<file path="src/rtl/lcd_host.sv">
// lcd_host: issues a buffered 4-bit command script to the LCD controller, then captures its IRAM write stream.
// Latency: first cmd_valid two edges after start; store/wr_count/checksum/host_done update one edge after their input.
// Backpressure: waits on busy (plus a one-cycle gap per command); script pushes while full are dropped. Watchdog macro: LCD_HOST_TIMEOUT_EN.

// lcd_host_fifo: synchronous FIFO with combinational head output.
// Latency: a pushed entry becomes the head one edge after the push.
// Backpressure: push accepted when not full, or when full and popping in the same cycle.
module lcd_host_fifo #(
  parameter int W     = 4,
  parameter int DEPTH = 16
) (
  input  logic         clk,
  input  logic         reset,
  input  logic         wr_vld,
  input  logic [W-1:0] wr_dat,
  input  logic         rd_rdy,
  output logic [W-1:0] rd_dat,
  output logic         full,
  output logic         empty
);
  localparam int AW = $clog2(DEPTH);

  logic [W-1:0] mem [DEPTH];
  logic [AW:0]  wr_ptr;
  logic [AW:0]  rd_ptr;
  logic         do_wr;
  logic         do_rd;

  // Extra pointer bit distinguishes full from empty when the indices match.
  assign empty  = (wr_ptr == rd_ptr);
  assign full   = (wr_ptr[AW] != rd_ptr[AW]) && (wr_ptr[AW-1:0] == rd_ptr[AW-1:0]);
  assign do_rd  = rd_rdy && !empty;
  assign do_wr  = wr_vld && (!full || do_rd);
  assign rd_dat = mem[rd_ptr[AW-1:0]];

  always_ff @(posedge clk or negedge reset) begin
    if (!reset) begin
      wr_ptr <= '0;
      rd_ptr <= '0;
    end else begin
      if (do_wr) wr_ptr <= wr_ptr + {{AW{1'b0}}, 1'b1};
      if (do_rd) rd_ptr <= rd_ptr + {{AW{1'b0}}, 1'b1};
    end
  end

  always_ff @(posedge clk) begin
    if (do_wr) mem[wr_ptr[AW-1:0]] <= wr_dat;
  end
endmodule

module lcd_host #(
  parameter int CMD_DEPTH = 16,
  parameter int TIMEOUT   = 1023
) (
  input  logic        clk,
  input  logic        reset,
  input  logic        script_wr,
  input  logic [3:0]  script_cmd,
  input  logic        start,
  output logic        script_full,
  output logic        overflow,
  output logic [3:0]  cmd,
  output logic        cmd_valid,
  input  logic        busy,
  input  logic        IRAM_valid,
  input  logic [5:0]  IRAM_A,
  input  logic [7:0]  IRAM_D,
  input  logic        done,
  input  logic [5:0]  rd_addr,
  output logic [7:0]  rd_data,
  output logic [6:0]  wr_count,
  output logic [13:0] checksum,
  output logic        host_done,
  output logic        timeout
);
  localparam logic [2:0] S_IDLE    = 3'd0;
  localparam logic [2:0] S_ISSUE   = 3'd1;
  localparam logic [2:0] S_GAP     = 3'd2;
  localparam logic [2:0] S_WAIT    = 3'd3;
  localparam logic [2:0] S_CAPTURE = 3'd4;
  localparam logic [2:0] S_FINISH  = 3'd5;

  logic [2:0] state;
  logic [3:0] fifo_head;
  logic       fifo_full;
  logic       fifo_empty;
  logic       fifo_pop;
  logic       push_drop;
  logic       beat;
  logic       tmo_hit;
  logic [7:0] store [64];

  // The command being issued is already latched in cmd, so ISSUE only has to retire the head.
  assign fifo_pop    = (state == S_ISSUE);
  assign push_drop   = script_wr && fifo_full && !fifo_pop;
  assign script_full = fifo_full;
  assign beat        = (state == S_CAPTURE) && IRAM_valid;
  assign rd_data     = store[rd_addr];

  lcd_host_fifo #(
    .W     (4),
    .DEPTH (CMD_DEPTH)
  ) u_fifo (
    .clk    (clk),
    .reset  (reset),
    .wr_vld (script_wr),
    .wr_dat (script_cmd),
    .rd_rdy (fifo_pop),
    .rd_dat (fifo_head),
    .full   (fifo_full),
    .empty  (fifo_empty)
  );

  always_ff @(posedge clk or negedge reset) begin
    if (!reset) begin
      state     <= S_IDLE;
      cmd       <= 4'd0;
      cmd_valid <= 1'b0;
      overflow  <= 1'b0;
      wr_count  <= 7'd0;
      checksum  <= 14'd0;
      host_done <= 1'b0;
    end else begin
      cmd_valid <= 1'b0;
      if (push_drop) overflow <= 1'b1;
      case (state)
        S_IDLE: begin
          if (start && !fifo_empty) state <= S_WAIT;
        end
        S_WAIT: begin
          if (fifo_empty) begin
            state <= S_IDLE;
          end else if (!busy) begin
            state     <= S_ISSUE;
            cmd       <= fifo_head;
            cmd_valid <= 1'b1;
          end
        end
        S_ISSUE: begin
          state <= (cmd == 4'd0) ? S_CAPTURE : S_GAP;
        end
        // busy is not looked at here: the controller raises it a cycle late.
        S_GAP: begin
          state <= S_WAIT;
        end
        S_CAPTURE: begin
          if (IRAM_valid) begin
            if (wr_count != 7'd64) wr_count <= wr_count + 7'd1;
            checksum <= checksum + {6'd0, IRAM_D};
          end
          if (done || tmo_hit) begin
            state     <= S_FINISH;
            host_done <= 1'b1;
          end
        end
        S_FINISH: begin
          state <= S_FINISH;
        end
        default: begin
          state <= S_IDLE;
        end
      endcase
    end
  end

  always_ff @(posedge clk) begin
    if (beat) store[IRAM_A] <= IRAM_D;
  end

`ifdef LCD_HOST_TIMEOUT_EN
  localparam int TW = $clog2(TIMEOUT + 1);

  logic [TW-1:0] tmo_cnt;

  assign tmo_hit = (state == S_CAPTURE) && !done && (tmo_cnt == TW'(TIMEOUT - 1));

  always_ff @(posedge clk or negedge reset) begin
    if (!reset) begin
      tmo_cnt <= '0;
      timeout <= 1'b0;
    end else if (state == S_ISSUE) begin
      tmo_cnt <= '0;
    end else if (state == S_CAPTURE) begin
      tmo_cnt <= tmo_cnt + {{(TW-1){1'b0}}, 1'b1};
      if (tmo_hit) timeout <= 1'b1;
    end
  end
`else
  // Watchdog compiled out; TIMEOUT is kept so both builds share one parameter list.
  localparam int unused_timeout = TIMEOUT;

  assign tmo_hit = 1'b0;
  assign timeout = 1'b0;
`endif
endmodule
</file>
<file path="config.mk">
export PLATFORM = sky130hd
export DESIGN_NAME = lcd_host
export DESIGN_NICKNAME = d
export VERILOG_FILES = /design/src/rtl/lcd_host.sv
export SDC_FILE = /design/constraint.sdc
export NUM_CORES = 1
export LEC_CHECK = 0
export CAP_MARGIN = 20
export CORE_MARGIN = 3
export CORE_UTILIZATION = 50
export DETAILED_ROUTE_END_ITERATION = 6
export MAX_ROUTING_LAYER = met4
export PLACE_DENSITY = 0.67
export SYNTH_ARGS = -nofsm -noshare
export SYNTH_HDL_FRONTEND = slang
export SYNTH_SLANG_ARGS = --single-unit
</file>
<file path="constraint.sdc">
create_clock -name clk -period 2.7 [get_ports clk]
set_input_delay 0.405 -clock clk [delete_from_list [all_inputs] [get_ports clk]]
set_output_delay 0.405 -clock clk [all_outputs]
set_load 0.05 [all_outputs]
</file>
After elaboration in Yosys (flattened, before gate mapping)
Memories as Yosys holds them, arrays and structs flattened. A register that Yosys moved wholly into a read port is not among the register bits.
Index checks and enable logic that the tools add are counted.
Cells by class
  add/subtract/negate cells: 4
  equality and inequality tests: 12
  muxes and demuxes: 13
  bitwise logic cells: 2
  reduce and logical (&&, ||, !) cells: 19
Operators with widths (count)
  3-bit one-hot mux with 6 select lines: 1
  3-bit two-way mux: 5
  14-bit by 8-bit adder with 14-bit output: 1
  5-bit by 1-bit adder with 5-bit output (second input constant): 2
  3-bit AND reduction: 3
  7-bit by 1-bit adder with 7-bit output (second input constant): 1
  1-bit logical AND: 7
  1-bit two-way mux: 7
  7-bit != test (second input constant): 1
  3-bit by 2-bit == test with 1-bit output (second input constant): 2
  3-bit == test (second input constant): 2
  5-bit == test: 1
  4-bit == test: 1
  1-bit logical NOT: 4
  4-bit logical NOT: 1
  2-bit != test (second input constant): 2
  2-bit AND reduction: 2
  3-bit by 1-bit == test with 1-bit output (second input constant): 1
  3-bit logical NOT: 1
  3-bit by 2-bit != test with 1-bit output (second input constant): 1
  1-bit NOT: 2
  1-bit logical OR: 1
  1-bit != test: 1
Storage, ports and cells
  flip-flop bits (word level): 37
  RAM bits: 576
  output and inout bits: 38
  logic and storage cells: 60
  memories: 2
Memory list
  store: words 64, width 8, read ports 1, clocked after memory_dff 0, wr ports 1, line 91  | logic [7:0] store [64];
  u_fifo.mem: words 16, width 4, read ports 1, clocked after memory_dff 1, wr ports 1, line 23  | logic [W-1:0] mem [DEPTH];

Logic depth before layout (Yosys ltp)
  depth after elaboration: 7
  gate-level depth with buffers: 8
  mapped depth without buffers: 7

Cells and area by module
A second synthesis with hierarchy kept.
Unflattened totals
  cell total of the unflattened synthesis: 1249
  area total of the unflattened synthesis: 24716.2 sq um
Modules (own cells, without submodules)
  lcd_host: times used 1, cells an instance 1079, area an instance 21543.2 sq um
  lcd_host_fifo: times used 1, cells an instance 170, area an instance 3173.0 sq um

Worst setup path after synthesis
Ideal clock, no wire load.
  kind: input to output
  start point: in rd_addr[0]
  end point: out rd_data[7]
  data arrival time: 2.932 ns
  slack: -0.637 ns
  cell stages on the path: 7
  path buffers: 3
  cell sequence: buf_6 > buf_12 > buf_4 > mux4_2 > mux2_2 > o22ai_1 > nor4_1
On the way
  cells in the longest elaborated chain, start to end: 1
Ends and longest elaborated chain
  from (decl): line 69  | input logic [5:0] rd_addr,
  memory read 64 x 8 bit
  to (decl): line 70  | output logic [7:0] rd_data,
No other way between the ends.

Worst setup path after layout
  start point: mem store[52][6]
  end point: out rd_data[6]
On the way
  cells in the longest elaborated chain, start to end: 1
Ends and longest elaborated chain (line)
  from (decl): 91
  memory read 64 x 8 bit
No other way between the ends.

==> impl_results.md <==
* Status: complete, but fails checks
* Failing checks: negative setup slack
* Count of cell types in the netlist at 62
* H-Tree Depth at 2
* Final setup viols at 8
* Fmax at ~330 MHz
* EDFF count, synth at around 580
* Clock tree root buffer cell: clkbuf_16
* Yosys top cell area share at 0.697
* Vias in the first global route at 13200
* Top-count cell post-synth: edfxtp_1
* RSZ-0062 raised after global routing: true
* Internal at 17.2 mW
* Clk_lat worst skew at about 620 ps
* Min-delay worst type: in2reg
* Final hold vios at 0
* Register area share after synthesis at 0.738
* Largest net degree at the start of global routing at 65
* CTS buffer count at 60
* Post-layout util at 0.608
* Die span in x at about 230 um
* Synth Instances at approximately 1200
* Die area at 52300 um2
* Post-DRT Antenna Nets at 0
* Initial Utilization at 0.507
* Finished Cell Area at just under 30000 um2
* Worst slew pin tran at 773 ps
* Worst path max stage delay at 520 ps
* FF+latch area at about 18000 um2
* # diodes at 0
* Initial DRC Count at 1223
* Area contributors post-synth: edfxtp_1, mux4_2, dfrtp_1
* Global-route wire length before repair at 85000 um
* DRC Markers at 0
* WL/cell at between 20 and 30 um
* Input/output buffers at 67
* Ys flop type: edfxtp_1
* Setup TNS at -1200 ps
* Max-slew violations at 0
* Relative slew slack at 0.485
* Core Region at between 40000 and 50000 um2
* Row count at just over 80
* Area leader, netlist: edfxtp_1
* CP Class: reg2out
* Period minus WS final at about 3000 ps
* PD cells at 779 nW/um2
* Area delta synth->final at 20.0%
* Switch Pwr at approximately 6 mW
* CP delay by family, top: multiplexers
* Fraction of registers with async set/reset at 0.0665
* DIE HEIGHT at 229 um
* Comb pwr share at 0.166
* Synth Warn # at 0
* DPL Wire Length at about 36000 um
* Reg clk slew, reported paths at 60 ps
* Crit path depth at 5
* Worst endpoint required time at between 2000 and 2500 ps
* Cell Area, Synth at around 25000 um2
* Worst setup margin at -295 ps
* Switching portion of total power at 0.258
* Highest net fanout along the worst path at 1
* Synth Register Bits at about 600
* WL final at 56100 um
* Crit-path cells: mux4_2 -> a211oi_4 -> a211oi_2 -> or4_4 -> buf_8
* Max-cap violations at 0
* Leakage at 10.0 nW
* I/O Pins at roughly 70
* Mean post-synth cell area at ~20 um2
* CP Launch Type: flop
* Period utilization at 1.11
* Multi-input gate area at between 6000 and 7000 um2
* DRT Pass-1 Iters at 5
* CTS sink cnt at about 600
* CTS tree: yes
* Seq pwr share at 0.478
* WP data arrival at 2590 ps
* GRT Residual Overflow at 0
* Peak VDD IR at about 0.7 mV
* Syn nets at 1288
* Clk pwr share at 0.356
* Crit path max-delay cell type: mux4_2
* Via Count at roughly 13000
* Clk_skew at between 15 and 20 ps
* Initial antenna violation count at 3
* Reg2Reg Depth at 6
* DP Area at between 20000 and 30000 um2
* Hold path depth at 1
* Synth cell count leaders: edfxtp_1, mux4_2, nor2_1
* Layout cells sized above 1 at 0.325
* Nets at between 1500 and 2000
* WP buf/inv at 1
* Max clock buf depth at 3
* Filler cell count at between 3000 and 4000
* Critical Path Sink Type: output pin
* Via-to-Cell Ratio at a little under 6
* Global placer's final weighted congestion at about 0.84
* GRT Util Overall at 0.224
==> power groups by stage <==
| stage | clock [mW] | sequential (mW) | combinational (mW) |
|---|---|---|---|
| after floorplan | 0 | 11.7 | 2.05 |
| after global placement | 0 | 11.3 | 3.69 |
| after detailed placement | 0 | 11.3 | 3.76 |
| after CTS | 8.43 | 11.1 | 3.85 |
| after global routing | 8.84 | 11.1 | 4.14 |
| final | 8.25 | 11.1 | 3.85 |
==> sequential cells by signal, summed over array words and instances, names as in the netlist <==
name,cells
u_fifo.wr_ptr,5
store,512
cmd_valid,1
host_done,1
state,3
cmd,4
u_fifo.mem,64
checksum,14
wr_count,7
overflow,1
u_fifo.rd_ptr,5
==> metal layers <==
metal | vias to the layer above | wire length [um] | GRT usage
met5 | - | 0 | -
met4 | 0 | 1060 | 0.0503
met3 | 68 | 3410 | 0.0344
met2 | 415 | 27700 | 0.354
li1 | 5606 | - | -
met1 | 6779 | 23900 | 0.315
==> layout by cell type, fill, tap and decap left out, types with 13 or more instances in the layout <==
cell             netlist  routed
clkbuf_16              0      62
mux4_2               135     142
edfxtp_1             576     576
buf_4                  6     179
buf_12                 2      14
mux2i_1               37      27
nand2_1               39      39
clkbuf_1              17      13
clkdlybuf4s50_1        0      45
inv_1                 15      15
ha_1                  15      15
xnor2_1               17      17
nand3_1               14      14
dfrtp_1               41      40
nor2_1                95      94
==> stage by stage <==
stage          setup slack (ps)  power [mW]  hold WS, ps  std cells
2_1_floorplan             -76.3        13.7          109       1241
3_3_place_gp               -482        15.0          401       2098
3_5_place_dp               -492        15.0          413       2098
4_1_cts                    -351        23.4          138       2214
5_1_grt                    -372        24.1          138       2215
6_report                   -295        23.2          161       2215
==> worst reg2reg max path, stage by stage, from the launching register on <==
cell	delay, ps
dfrtp_1	470
nor3b_1	310
nand2_1	240
nor2_1	280
nand2_1	400
nor2_1	300
buf_4	230
==> final timing paths <==
check | start | endpoint | slack [ps]
worst max register to register | state[2] | store[56][5] | 170
worst max-delay path | store[52][6] | rd_data[6] | -290
max in group asynchronous | reset | checksum[1] | 1690
worst min-delay path | IRAM_D[2] | store[6][2] | 160
min in group asynchronous | reset | cmd[2] | 310
worst min register to register | host_done | host_done | 460
==> repair_timing <==
action                                  in CTS  in global routing
pin swaps                                   14                 12
buffers inserted                             8                  0
gates cloned                                 1                  1
hold endpoints to repair                    22                  0
endpoints found under the setup margin       8                 13
hold buffers                                 1                  0
gates resized for setup                     60                 15
==> layout make-up <==
cell class | instances | area share
Sequential cell | 617 | 0.615
Multi-Input combinational cell | 548 | 0.210
Timing Repair Buffer | 262 | 0.0796
Clock buffer | 73 | 0.0521
Tap cell | 664 | 0.0279
Clock inverter | 36 | 0.0133
Inverter | 15 | 0.00189
==> cells by family after synthesis <==
| logic type | share of synthesized area |
|---|---|
| AOI/OAI and AO/OA | 0.0208 |
| xor gates and xnor gates | 0.00918 |
| adders and majority gates | 0.00837 |
| buffers and inverters | 0.0191 |
| DFF | 0.738 |
| muxes | 0.158 |
| other | 0.000151 |
| and+or+nand+nor | 0.0463 |
(Power assumes the default switching activity.)
